**config.mk**
```make
export PLATFORM = sky130hd
export DESIGN_NAME = majority_voter_win
export DESIGN_NICKNAME = d
export VERILOG_FILES = /design/src/rtl/majority_voter_win.sv
export SDC_FILE = /design/constraint.sdc
export NUM_CORES = 1
export LEC_CHECK = 0
export CAP_MARGIN = 20
export CELL_PAD_IN_SITES_DETAIL_PLACEMENT = 1
export CELL_PAD_IN_SITES_GLOBAL_PLACEMENT = 2
export CORE_UTILIZATION = 30
export CTS_CLUSTER_DIAMETER = 30
export DETAILED_ROUTE_END_ITERATION = 6
export PLACE_DENSITY_LB_ADDON = 0.25
export SLEW_MARGIN = 20
export SYNTH_ARGS = -nofsm -noshare
export SYNTH_HDL_FRONTEND = slang
export SYNTH_SLANG_ARGS = --single-unit
```
**constraint.sdc**
```tcl
create_clock -name clk -period 4.3 [get_ports clk]
set_clock_uncertainty 0.05 [all_clocks]
set_input_delay 0.43 -clock clk [delete_from_list [all_inputs] [get_ports clk]]
set_output_delay 0.43 -clock clk [all_outputs]
set_load 0.1 [all_outputs]
```
**src/rtl/majority_voter_win.sv**
```systemverilog
// Spatial vote over N channel bits, then a temporal majority over the last W votes.
// One-cycle latency; the window is a shift register with a running sum of ones.
module majority_voter_win #(
  parameter int unsigned N = 3,
  parameter int unsigned W = 8,
  localparam int unsigned CW = $clog2(N + 1),
  localparam int unsigned WW = $clog2(W + 1)
) (
  input  logic          clk,
  input  logic          reset,
  input  logic          clear,
  input  logic          in_valid,
  input  logic [N-1:0]  in_bits,
  input  logic [1:0]    mode,
  input  logic [CW-1:0] thresh,
  output logic          out_valid,
  output logic          vote,
  output logic [CW-1:0] ones_cnt,
  output logic          win_vote,
  output logic [WW-1:0] win_cnt,
  output logic [WW-1:0] win_fill,
  output logic          win_full
);

  localparam logic [CW-1:0] HALF  = CW'(N / 2);
  localparam logic [CW-1:0] ALL   = CW'(N);
  localparam logic [WW-1:0] DEPTH = WW'(W);

  logic          r_out_valid;
  logic          r_vote;
  logic [CW-1:0] r_ones;
  logic          r_win_vote;
  logic [WW-1:0] r_win_cnt;
  logic [WW-1:0] r_win_fill;
  logic          r_win_full;
  logic [W-1:0]  r_shift;

  logic [CW-1:0] w_ones;
  logic          w_vote;
  logic [W-1:0]  w_base_shift;
  logic [WW-1:0] w_base_cnt;
  logic [WW-1:0] w_base_fill;
  logic          w_base_wv;
  logic [W-1:0]  w_shift_nx;
  logic [WW-1:0] w_cnt_nx;
  logic [WW-1:0] w_fill_nx;
  logic          w_wv_nx;

  // Popcount of the incoming sample.
  always_comb begin
    w_ones = '0;
    for (int i = 0; i < N; i++) begin
      w_ones = w_ones + CW'(in_bits[i]);
    end
  end

  // Spatial vote rule selected by mode.
  always_comb begin
    w_vote = 1'b0;
    case (mode)
      2'b00:   w_vote = (w_ones > HALF);
      2'b01:   w_vote = (w_ones == ALL);
      2'b10:   w_vote = (w_ones != '0);
      default: w_vote = (w_ones >= thresh);
    endcase
  end

  // Window update: clear flushes first, then an accepted sample is pushed.
  always_comb begin
    w_base_shift = clear ? '0   : r_shift;
    w_base_cnt   = clear ? '0   : r_win_cnt;
    w_base_fill  = clear ? '0   : r_win_fill;
    w_base_wv    = clear ? 1'b0 : r_win_vote;
    w_shift_nx   = w_base_shift;
    w_cnt_nx     = w_base_cnt;
    w_fill_nx    = w_base_fill;
    w_wv_nx      = w_base_wv;
    if (in_valid) begin
      w_shift_nx = {w_base_shift[W-2:0], w_vote};
      if (w_base_fill == DEPTH) begin
        // Full window: oldest entry sits at the top of the shift register.
        if (w_vote && !w_base_shift[W-1]) begin
          w_cnt_nx = w_base_cnt + WW'(1);
        end else if (!w_vote && w_base_shift[W-1]) begin
          w_cnt_nx = w_base_cnt - WW'(1);
        end
      end else begin
        w_fill_nx = w_base_fill + WW'(1);
        if (w_vote) begin
          w_cnt_nx = w_base_cnt + WW'(1);
        end
      end
      // Tie keeps the previous temporal vote.
      if ({w_cnt_nx, 1'b0} > {1'b0, w_fill_nx}) begin
        w_wv_nx = 1'b1;
      end else if ({w_cnt_nx, 1'b0} < {1'b0, w_fill_nx}) begin
        w_wv_nx = 1'b0;
      end
    end
  end

  always_ff @(posedge clk) begin
    if (reset) begin
      r_out_valid <= 1'b0;
      r_vote      <= 1'b0;
      r_ones      <= '0;
      r_win_vote  <= 1'b0;
      r_win_cnt   <= '0;
      r_win_fill  <= '0;
      r_win_full  <= 1'b0;
      r_shift     <= '0;
    end else begin
      r_out_valid <= in_valid;
      if (in_valid) begin
        r_vote <= w_vote;
        r_ones <= w_ones;
      end
      r_shift    <= w_shift_nx;
      r_win_cnt  <= w_cnt_nx;
      r_win_fill <= w_fill_nx;
      r_win_vote <= w_wv_nx;
      r_win_full <= (w_fill_nx == DEPTH);
    end
  end

  assign out_valid = r_out_valid;
  assign vote      = r_vote;
  assign ones_cnt  = r_ones;
  assign win_vote  = r_win_vote;
  assign win_cnt   = r_win_cnt;
  assign win_fill  = r_win_fill;
  assign win_full  = r_win_full;

endmodule

```
==> results of run 1 <==
## per-stage QoR
step / cells / hold slack, ps / power (W)
6_report: 250 / 424 / 0.000556
2_1_floorplan: 176 / 386 / 0.000323
4_1_cts: 250 / 429 / 0.000560
5_1_grt: 250 / 453 / 0.000581
3_3_place_gp: 246 / 409 / 0.000356
3_5_place_dp: 246 / 415 / 0.000360
## state kept, by name, indices dropped and copies added (netlist names)
| register | cells |
|---|---|
| ones_cnt | 2 |
| out_valid | 1 |
| r_shift | 8 |
| vote | 1 |
| win_cnt | 4 |
| win_fill | 4 |
| win_full | 1 |
| win_vote | 1 |
## kinds of logic (layout without fill, tap and decap cells)
group	count (synthesis)	after routing	share of synthesized area
fa+ha+maj	9	9	0.0854
xor+xnor	7	7	0.0436
buf+inv	20	42	0.0561
simple gates	70	70	0.255
flops	22	22	0.313
mux	9	9	0.0649
compound gates	39	39	0.181
## cell type report
type | count | share of cell area
tap | 52 | 0.0369
inverter | 12 | 0.0255
clock inverter | 1 | 0.0170
timing repair buffer | 26 | 0.145
multi-input combinational | 134 | 0.503
clock buffer | 3 | 0.0234
sequential | 22 | 0.250
## how the worst max path moves through the flow
stage,start,to,slack (ps),cells past startpoint
6_report,in_bits[0],win_vote,640,14
5_1_grt,in_bits[0],win_vote,400,14
4_1_cts,in_bits[0],win_vote,630,14
3_5_place_dp,in_bits[0],win_vote,340,14
3_3_place_gp,in_bits[0],win_vote,430,14
2_1_floorplan,in_bits[0],win_vote,1030,15
## power by group through the flow
stage	combinational, W	clock [W]	sequential [W]
after floorplan	0.0000641	0	0.000259
after global placement	0.000136	0	0.000220
after detailed placement	0.000140	0	0.000221
after CTS	0.000140	0.000204	0.000216
after global routing	0.000150	0.000214	0.000217
final	0.000139	0.000201	0.000216
## layout by cell type, fill, tap and decap left out, types with 2 or more instances in the layout
| cell | instances |
|---|---|
| mux2i_1 | 8 |
| nand2_1 | 13 |
| ha_1 | 8 |
| a21oi_1 | 12 |
| xnor2_1 | 4 |
| clkbuf_8 | 3 |
| inv_1 | 11 |
| or3_1 | 3 |
| nor2_1 | 24 |
| o21ai_0 | 6 |
| nor3_1 | 6 |
| a21o_1 | 2 |
| o21bai_1 | 2 |
| clkdlybuf4s50_1 | 24 |
| nand2b_1 | 10 |
| o211ai_1 | 3 |
| o31ai_1 | 2 |
| xor2_1 | 3 |
| a211oi_1 | 4 |
| dfxtp_1 | 22 |
| nand4_1 | 2 |
| buf_4 | 2 |
| nand3_1 | 3 |
## tightest hold or removal path, stage by stage, from the launching register on
cell and delay [ps]:
dfxtp_1 320, nand2_1 60, a21oi_1 50
## layer usage
| layer | up-vias | routed length, um |
|---|---|---|
| met3 | 2 | 83 |
| met5 | - | 0 |
| li1 | 655 | - |
| met2 | 14 | 1980 |
| met4 | 0 | 35 |
| met1 | 639 | 1810 |
==> metrics.cfg, run 1 <==
[run_status]
status=complete, but fails checks
violations=design-rule violations

[hold_path]
hold_path_depth=2
hp-start=r_shift[0]
min_to=r_shift[0]
min-delay-path-class=reg -> reg

[critical_path]
critPathBufInv=2
path_common_cell=ha_1
critPathTopFamily=adder cells
crit_type=in -> reg
timing.rr.start=win_fill[0]
crit_fanout=7
crit_required_ps=4390
end_kind=flop
cp_cell_sequence=clkdlybuf4s50_1 -> inv_1 -> fa_1 -> ha_1 -> nor2b_4 -> o211ai_1 -> and4_2 -> nor2_1 -> a22oi_1 -> xor2_1 -> ha_1 -> nand4b_1 -> o31ai_1 -> a41oi_2
crit_path_max_incr_delay_ps=530
startpoint_type=input pin
r2r-end=win_vote
crit_arrival_ps=3750
reg2reg_depth=12
regToRegSetupSlack_ps=1430
cp_slowest_cell=fa_1

[drt]
avgViaCountPerCell=5.24
totalWireLength_mm=3.91
first_pass_iters=6
final_antenna_net_count=0
wl_per_cell_um=15.7
drc=2
via_count=1310
drtIter0Drc=79

[sta]
rsz0062_at_grt=false
fmax_mhz=274
hold_viol_final=0
period_minus_slack_ps=3660
setup_viol_count_final=0
relSlewSlack=0.344
setup_ws_ps=644
tns_ps=0
drv_slew=0
fin_crit_sh=0.850
worst_pin_slew_ps=980

[logic_synthesis]
synth_common_cells=nor2_1, dfxtp_1, nand2_1, a21oi_1, inv_1
ys_top_cells_by_area=dfxtp_1, ha_1, nor2_1
synthArstFlopShare=0
synth.top_cell.area_share=0.313
synth.most_common_cell=nor2_1
yosys_warnings=0
yosysUniqueCellTypes=42
syn-num-nets=196
synthFlopType=dfxtp_1
yosysSeqAreaShare=0.313
yosysTopAreaCell=dfxtp_1
ys_seq_elements=22
synthCells=176
synth-edff-count=0
syn_area_per_cell_um2=7.99
synth.cell_area_um2=1410

[grt]
grt_use_met1=0.214
use_met3=0.0216
grt_pass1_wl_mm=6.67
grt_overflow_total=0
grt_max_degree=26
antenna_found_initial=0
top_usage_layer=met2
use_met2=0.305
grt_pass1_vias=1412
grtUsageTotal=0.172

[finish]
multi_input_area_um2=887
antenna_cells=0
final_area_um2=1760
fin_util=0.397
drive_gt1_frac=0.0657
nNetsFinal=219
seq_area_um2=440
area_growth_pct=25.4
nFillCells=559

[power]
power_frac_seq=0.388
internal_power_w=0.000383
power_frac_clock=0.362
p_leak_nw=0.688
combPwrFrac=0.250
vdd_ir_drop_max_uv=192
p_sw_frac=0.310
pwr_density_cell_nw_per_um2=315
p_switching_w=0.000173

[floorplan]
fp.dieH_um=70.5
io_pins=25
start_util=0.316
die-area_um2=4970
design.core.area_um2=4440
die_w_um=70.5
rows=24

[clock_tree]
cts_buffers=3
clock_latency_ps=270
cts_tree=yes
cts_setup_buffers=0
clockRootBuffer=clkbuf_8
cts_max_level=1
clockBufferDepth=2
cts.clk_slew.worst_paths_ps=90
cts.sinks=22
cts_hold_buffers=0
cts_resized=0

[run]
maxCapViolations=0

[placement]
dpl_cell_area_um2=1690
routabilityCongestion=0.842
pre_cts_ws_ps=337
io_buffers=24
dp.final_hpwl_mm=2.95

No activity file was read; power rests on OpenSTA's default activity.
==> run 2, diff against run 1 <==
--- a/config.mk
+++ b/config.mk
@@ -11,7 +11,7 @@
 export CORE_UTILIZATION = 30
 export CTS_CLUSTER_DIAMETER = 30
 export DETAILED_ROUTE_END_ITERATION = 6
-export PLACE_DENSITY_LB_ADDON = 0.25
+export PLACE_DENSITY_LB_ADDON = 0.1
 export SLEW_MARGIN = 20
 export SYNTH_ARGS = -nofsm -noshare
 export SYNTH_HDL_FRONTEND = slang
==> run 2 against run 1 <==
Effect of this change:
- the run still ends with design-rule violations left
- total power shrank 0.51%
- global-route usage shrank 0.082 points
- clock-buffer cell count is the same
- die area is the same
- sequential share of layout area is the same
- critical path depth is the same
- register-to-register slack lost 20 ps
- fmax shrank 0.43%
- critical path type unchanged
==> metrics.cfg, run 2 (synthesized netlist as in run 1, its figures left out) <==
[run_status]
status=complete, but fails checks
violations=design-rule violations

[drt]
avgViaCountPerCell=5.36  ; +2.2%
totalWireLength_mm=3.91  ; -0.10%
first_pass_iters=6  ; unchanged
via_count=1339  ; +2.2%
final_antenna_net_count=0  ; unchanged
drc=6  ; +4
wl_per_cell_um=15.6  ; -0.10%
drtIter0Drc=71  ; -10%

[hold_path]
min-delay-path-class=reg -> reg

[placement]
dp_cells=246  ; unchanged
routabilityCongestion=0.804  ; -4.5%
pre_cts_ws_ps=336  ; -1.29 ps
io_buffers=24  ; unchanged
dp.final_hpwl_mm=2.88  ; -2.4%

[clock_tree]
cts_setup_buffers=0  ; unchanged
cts_buffers=3  ; unchanged
cts_resized=0  ; unchanged
cts_tree=yes
cts.clk_slew.worst_paths_ps=90  ; about the same
clockBufferDepth=2  ; unchanged
cts_max_level=1  ; unchanged
cts_hold_buffers=0  ; unchanged
cts.sinks=22  ; unchanged
clockRootBuffer=clkbuf_8
clock_latency_ps=270  ; about the same

[finish]
multi_input_area_um2=887  ; unchanged
antenna_cells=0  ; unchanged
area_growth_pct=25.4  ; unchanged
top_register=r_shift
instances_no_fill=250  ; unchanged
seq_area_um2=440  ; unchanged
drive_gt1_frac=0.0657  ; unchanged
largest_reg_flops=8  ; unchanged
nFillCells=535  ; -4.3%
final_cell_mix=nor2_1, clkdlybuf4s50_1, dfxtp_1
nNetsFinal=219  ; unchanged
fin_util=0.397  ; unchanged

[power]
combPwrFrac=0.250  ; about the same
p_switching_w=0.000170  ; -1.6%
p_leak_nw=0.688  ; unchanged
vdd_ir_drop_max_uv=141  ; -27%
power_frac_clock=0.360  ; -0.002
pwr_density_cell_nw_per_um2=314  ; -0.51%
p_sw_frac=0.307  ; -0.00342
power_frac_seq=0.390  ; +0.002
internal_power_w=0.000383  ; about the same

[grt]
grt_max_degree=26  ; unchanged
antenna_found_initial=0  ; unchanged
grt_pass1_wl_mm=6.69  ; +0.31%
grt_overflow_total=0  ; unchanged
grt_pass1_vias=1367  ; -3.2%
grtUsageTotal=0.171  ; -0.000818

[floorplan]
fp.dieH_um=70.5  ; unchanged
start_util=0.316  ; unchanged
die-area_um2=4970  ; unchanged
io_pins=25  ; unchanged
rows=24  ; unchanged
die_w_um=70.5  ; unchanged
design.core.area_um2=4440  ; unchanged

[critical_path]
crit_type=in -> reg
crit_arrival_ps=3760  ; about the same
end_kind=flop
crit_required_ps=4390  ; about the same
startpoint_type=input pin
crit_fanout=7  ; unchanged

[sta]
rsz0062_at_grt=false
tns_ps=0  ; unchanged
drv_slew=0  ; unchanged
period_minus_slack_ps=3670  ; +15.7 ps
fmax_mhz=272  ; -0.43%
fin_crit_sh=0.854  ; +0.00365
setup_ws_ps=629  ; -15.7 ps
relSlewSlack=0.339  ; -0.00581
setup_viol_count_final=0  ; unchanged
hold_viol_final=0  ; unchanged
worst_pin_slew_ps=989  ; +8.69 ps

[run]
maxCapViolations=0  ; unchanged

-- run 2: critical path, stage by stage --
cell	delay, ps
clkdlybuf4s50_1	460
inv_1	50
fa_1	530
ha_1	340
nor2b_4	40
o211ai_1	220
and4_2	360
nor2_1	80
a22oi_1	290
xor2_1	120
ha_1	320
nand4b_1	120
o31ai_1	260
a41oi_2	140
-- run 2: path summary, 6_finish.rpt --
kind | from | to | slack, ps | depth (start not counted)
min | vote | vote | 430 | 2
min reg2reg | vote | vote | 430 | 2
max | in_bits[0] | win_vote | 630 | 14
max reg2reg | win_fill[0] | win_vote | 1410 | 12
-- run 2: cell type report --
cell class,count,share of cell area
multi-input cells,134,0.503
flip-flops and latches,22,0.250
inverters,12,0.0255
well taps,52,0.0369
repair buffers,26,0.145
clock buffers,3,0.0234
clock inverters,1,0.0170
-- run 2: routing by layer --
layer / GRT usage / wire length (um) / vias up
li1: - / - / 652
met4: 0.0590 / 54 / 0
met2: 0.292 / 1900 / 31
met1: 0.213 / 1780 / 650
met3: 0.0332 / 173 / 6
met5: 0 / 0 / -
-- run 2: power by group through the flow --
stage                      logic, W  registers [W]  clock network [W]
after global placement     0.000137       0.000220                  0
after global routing       0.000150       0.000217           0.000217
after floorplan           0.0000641       0.000259                  0
after detailed placement   0.000139       0.000220                  0
final                      0.000138       0.000216           0.000199
after CTS                  0.000139       0.000216           0.000206
-- run 2: through the flow --
stage,power (W),cell area [um^2],hold slack (ps)
2_1_floorplan,0.000323,1410,386
3_5_place_dp,0.000360,1690,415
3_3_place_gp,0.000357,1690,402
4_1_cts,0.000561,1760,428
5_1_grt,0.000584,1760,449
6_report,0.000553,1760,430
==> run 3, diff against run 2 <==
--- a/config.mk
+++ b/config.mk
@@ -5,7 +5,6 @@
 export SDC_FILE = /design/constraint.sdc
 export NUM_CORES = 1
 export LEC_CHECK = 0
-export CAP_MARGIN = 20
 export CELL_PAD_IN_SITES_DETAIL_PLACEMENT = 1
 export CELL_PAD_IN_SITES_GLOBAL_PLACEMENT = 2
 export CORE_UTILIZATION = 30
==> results of run 3 <==
No change in the layout: final DEF, timing and power equal those of run 2.
